[src/rtl/pipe_stage_reg.sv]
// rtl/pipe_stage_reg.sv - valid/ready pipeline stage register with flush, bubble masking and stall counter
// Optional feature macro: PIPE_STAGE_SKID_EN (main + skid storage with registered in_ready).
module pipe_stage_reg #(
  parameter int DATA_W = 32,
  parameter int CTRL_W = 8,
  parameter int CNT_W  = 16
) (
  input  logic              clock,
  input  logic              resetn,
  input  logic              in_valid,
  output logic              in_ready,
  input  logic [CTRL_W-1:0] in_ctrl,
  input  logic [DATA_W-1:0] in_data,
  input  logic              flush,
  output logic              out_valid,
  input  logic              out_ready,
  output logic [CTRL_W-1:0] out_ctrl,
  output logic [DATA_W-1:0] out_data,
  output logic [CNT_W-1:0]  stall_cnt
);

  logic [CTRL_W-1:0] main_ctrl;
  logic [DATA_W-1:0] main_data;
  logic              accept;
  logic              release_beat;

  assign accept       = in_valid && in_ready;
  assign release_beat = out_valid && out_ready;

`ifdef PIPE_STAGE_SKID_EN
  // bit 0 = main valid, bit 1 = skid valid, so both flags are direct flop outputs
  localparam logic [1:0] ST_EMPTY = 2'b00;
  localparam logic [1:0] ST_FULL  = 2'b01;
  localparam logic [1:0] ST_SKID  = 2'b11;

  logic [1:0]        state;
  logic [1:0]        state_nxt;
  logic              load_main_in;
  logic              load_main_skid;
  logic              load_skid;
  logic [CTRL_W-1:0] skid_ctrl;
  logic [DATA_W-1:0] skid_data;

  assign out_valid = state[0];
  assign in_ready  = !state[1];

  // next-state and load strobes; flush overrides every other move and loads nothing
  always_comb begin
    state_nxt      = state;
    load_main_in   = 1'b0;
    load_main_skid = 1'b0;
    load_skid      = 1'b0;
    if (flush) begin
      state_nxt = ST_EMPTY;
    end else begin
      case (state)
        ST_EMPTY: begin
          if (accept) begin
            state_nxt    = ST_FULL;
            load_main_in = 1'b1;
          end
        end
        ST_FULL: begin
          if (accept && release_beat) begin
            load_main_in = 1'b1;
          end else if (accept) begin
            state_nxt = ST_SKID;
            load_skid = 1'b1;
          end else if (release_beat) begin
            state_nxt = ST_EMPTY;
          end
        end
        ST_SKID: begin
          if (release_beat) begin
            state_nxt      = ST_FULL;
            load_main_skid = 1'b1;
          end
        end
        default: state_nxt = ST_EMPTY;
      endcase
    end
  end

  // storage state register
  always_ff @(posedge clock or negedge resetn) begin
    if (!resetn) begin
      state <= ST_EMPTY;
    end else begin
      state <= state_nxt;
    end
  end

  // main and skid payload registers; main refills from skid when the older beat leaves
  always_ff @(posedge clock or negedge resetn) begin
    if (!resetn) begin
      main_ctrl <= '0;
      main_data <= '0;
      skid_ctrl <= '0;
      skid_data <= '0;
    end else begin
      if (load_main_in) begin
        main_ctrl <= in_ctrl;
        main_data <= in_data;
      end else if (load_main_skid) begin
        main_ctrl <= skid_ctrl;
        main_data <= skid_data;
      end
      if (load_skid) begin
        skid_ctrl <= in_ctrl;
        skid_data <= in_data;
      end
    end
  end
`else
  logic main_valid;
  logic load_main;

  assign out_valid = main_valid;
  // a held beat leaving this cycle frees the slot for the incoming one
  assign in_ready  = !main_valid || out_ready;
  assign load_main = accept && !flush;

  // single-entry valid flag; flush wins over accept
  always_ff @(posedge clock or negedge resetn) begin
    if (!resetn) begin
      main_valid <= 1'b0;
    end else if (flush) begin
      main_valid <= 1'b0;
    end else if (accept) begin
      main_valid <= 1'b1;
    end else if (release_beat) begin
      main_valid <= 1'b0;
    end
  end

  // payload register only changes when a beat is actually kept
  always_ff @(posedge clock or negedge resetn) begin
    if (!resetn) begin
      main_ctrl <= '0;
      main_data <= '0;
    end else if (load_main) begin
      main_ctrl <= in_ctrl;
      main_data <= in_data;
    end
  end
`endif

  // bubbles never carry live control bits downstream
  assign out_ctrl = main_ctrl & {CTRL_W{out_valid}};
  assign out_data = main_data;

  // saturating count of cycles where a beat waits on downstream; only reset clears it
  always_ff @(posedge clock or negedge resetn) begin
    if (!resetn) begin
      stall_cnt <= '0;
    end else if (out_valid && !out_ready && (stall_cnt != {CNT_W{1'b1}})) begin
      stall_cnt <= stall_cnt + CNT_W'(1);
    end
  end

endmodule

[config.mk]
export PLATFORM = sky130hd
export DESIGN_NAME = pipe_stage_reg
export DESIGN_NICKNAME = d
export VERILOG_FILES = /design/src/rtl/pipe_stage_reg.sv
export SDC_FILE = /design/constraint.sdc
export NUM_CORES = 1
export LEC_CHECK = 0
export BUFFER_PORTS_ARGS = -buffer_cell sky130_fd_sc_hd__buf_2
export CORE_MARGIN = 2
export CORE_UTILIZATION = 51
export CTS_CLUSTER_DIAMETER = 40
export DETAILED_ROUTE_END_ITERATION = 10
export HOLD_SLACK_MARGIN = 0.12
export PLACE_DENSITY = 0.84
export SLEW_MARGIN = 30
export SYNTH_ARGS = -nofsm -noshare
export SYNTH_HDL_FRONTEND = slang
export SYNTH_SLANG_ARGS = --single-unit
[constraint.sdc]
create_clock -name clock -period 3.6 [get_ports clock]
set_clock_uncertainty 0.1 [all_clocks]
set_input_delay 0.36 -clock clock [delete_from_list [all_inputs] [get_ports clock]]
set_output_delay 0.36 -clock clock [all_outputs]
set_load 0.02 [all_outputs]
==> flow_metrics.tcl <==
set metrics [dict create \
    synth_seq_area_share 0.580 \
    ys_types 27 \
    slew_violations 0 \
    clk_pin_slew_ns 0.06 \
    leakage_nw 1.55 \
    wl_per_cell_microns 14.1 \
    seq_power_share 0.461 \
    grt_max_degree 32 \
    r2r_cells 5 \
    status "finished clean" \
    dr.first_iter.drc_count 58 \
    clock.fmax_mhz 524 \
    synth_nets 219 \
    cp_data_arrival_time_ns 1.45 \
    grt_overflow 0 \
    num_antenna_cells 0 \
    crit_fanout 10 \
    cp-start-kind "flop" \
    initial_core_util 0.524 \
    fin_setup_tns_ns 0 \
    drc 0 \
    period_needed_ns 1.91 \
    vias 1759 \
    rsz0062_at_grt "no" \
    die_w_microns 73.4 \
    core_sq_um 4690 \
    fin_nets 329 \
    final_antenna_net_count 0 \
    antenna_found_initial 0 \
    hpwlAfterDp_mm 3.55 \
    placed_area_sq_um 2990 \
    clkPwrFrac 0.293 \
    ctsResizeCount 0 \
    ys_seq_elements 57 \
    synthCells 173 \
    path_class "reg2out" \
    multi_input_area_sq_um 953 \
    clk_latency_ns 0.31 \
    syn_to_final_growth_pct 29.3 \
    postLayoutCellArea_sq_um 3180 \
    clockRootBuffer "clkbuf_8" \
    period_share 0.530 \
    power.density_nw_per_um2 570 \
    dieArea_sq_um 5390 \
    track_usage 0.184 \
    worstMarginPinSlew_ns 0.682 \
    hold_class "in2reg" \
    synth_top_area_frac 0.580 \
    grt_pass1_wl_mm 7.51 \
    tritoncts "built" \
    numCtsBuffers 9 \
    internal_power_mw 1.24 \
    nFillCells 360 \
    synth.area.top_cells "dfrtp_1 (58%), mux2_2 (19%), xnor2_1 (2.8%), buf_6 (2.7%), nand4_1 (2.5%)" \
    via_per_inst 5.16 \
    power.switching_uw 569 \
    row_count 25 \
    synthesis.area_sq_um 2460 \
    wl_mm 4.81 \
    grt_pass1_vias 1664 \
    synth.avg_cell_area_sq_um 14.2 \
    io_pins 103 \
    place_congestion 0.781 \
    ir_drop_uv 306 \
    ctsLongestPathBuffers 2 \
    endpoint_kind "primary output" \
    cts_sinks 57 \
    postLayoutCoreUtil 0.678 \
    htreeDepth 3 \
    p_total_mw 1.81 \
    drv_cap 0 \
    combPwrFrac 0.247 \
    synth_largest_area_cell "dfrtp_1" \
    required_ns 3.14 \
    die_h_microns 73.4 \
    hold_depth 2 \
    dp.cells 325 \
    layout.cells.non_filler 341 \
    final_common_cell "buf_2" \
    port_buffers 102 \
    dr.pass1.iters 4 \
    ff_latch_area_sq_um 1430 \
    swShare 0.314 \
    setup_viol 0 \
    final_hold_viol_count 0 \
    yosys_warnings 0 \
    drive_above_1_share 0.589 \
    slew_headroom 0.545 \
    layout_common_cells "buf_2 (102), dfrtp_1 (57), mux2_2 (42)" \
]
-- cells by family (layout without fill, tap and decap cells) --
kind of cell | after synthesis | count (layout) | synth area share
DFF | 57 | 57 | 0.580
muxes | 43 | 43 | 0.196
and+or+nand+nor | 43 | 43 | 0.116
xor gates and xnor gates | 11 | 11 | 0.0392
AOI/OAI and AO/OA | 9 | 9 | 0.0310
buffers and inverters | 9 | 123 | 0.0321
adders and majority gates | 1 | 1 | 0.00509
-- critical path, cell delays in order, from the launching register on --
cell	delay [ns]
dfrtp_1	0.47
nor2b_4	0.34
inv_2	0.14
buf_2	0.19
-- registers in the layout, indices dropped and copies added (netlist names) --
| signal | count |
|---|---|
| out_data | 32 |
| stall_cnt | 16 |
| main_ctrl | 8 |
| out_valid | 1 |
-- power by group through the flow --
stage          clock, mW  combinational, mW  sequential [mW]
3_3_place_gp           0              0.439            0.839
6_report           0.530              0.447            0.835
2_1_floorplan          0              0.164            0.956
5_1_grt            0.579              0.482            0.851
4_1_cts            0.548              0.454            0.836
3_5_place_dp           0              0.455            0.844
-- path summary, 6_finish.rpt --
check	from	to	slack [ns]
min in group asynchronous	resetn	stall_cnt[14]$_DFFE_PN0P_	0.52
worst max register to register	stall_cnt[0]$_DFFE_PN0P_	stall_cnt[1]$_DFFE_PN0P_	1.78
max in group asynchronous	resetn	out_data[22]$_DFFE_PN0P_	2.08
worst max-delay path	out_valid$_DFFE_PN0P_	in_ready	1.69
worst min-delay path	flush	out_valid$_DFFE_PN0P_	0.16
worst min register to register	main_ctrl[5]$_DFFE_PN0P_	main_ctrl[5]$_DFFE_PN0P_	0.40
-- Yosys cell counts --
cell / number
inv_1: 1
clkbuf_1: 1
and3_1: 3
nor2_1: 3
nand2_1: 3
nand3_1: 6
nor3b_4: 1
nor2b_4: 1
nand4_1: 10
and3_4: 3
and2_1: 9
ha_1: 1
xnor2_1: 8
dfrtp_1: 57
nor3_1: 1
nor2_2: 1
a31oi_1: 1
xor2_1: 3
a211oi_1: 2
inv_2: 1
and4_1: 2
a21oi_1: 4
o21a_1: 1
mux2_2: 42
buf_6: 6
mux2i_1: 1
a2111oi_4: 1
-- area by class of cell --
cell class / count / area share
inverter: 2 / 0.00236
multi-input combinational: 107 / 0.300
timing repair buffer: 106 / 0.171
sequential: 57 / 0.449
tap: 54 / 0.0213
clock buffer: 13 / 0.0531
clock inverter: 2 / 0.00394
-- routing by layer --
metal  wire [microns]  GRT usage
met2             2460      0.304
met1             2050      0.232
met5                0          0
met4               12     0.0667
met3              286     0.0521
-- stage by stage --
step	hold slack [ns]	setup WS, ns
after floorplan	-0.0356	1.82
after global placement	0.339	1.88
after detailed placement	0.352	1.82
after CTS	0.141	1.67
after global routing	0.144	1.56
final	0.155	1.69
-- what timing repair did --
action,4_1_cts,5_1_grt
setup endpoints to repair,0,0
endpoints found under the hold margin,30,0
setup buffers,0,0
hold buffers,1,0
No activity file was read; power rests on OpenSTA's default activity.
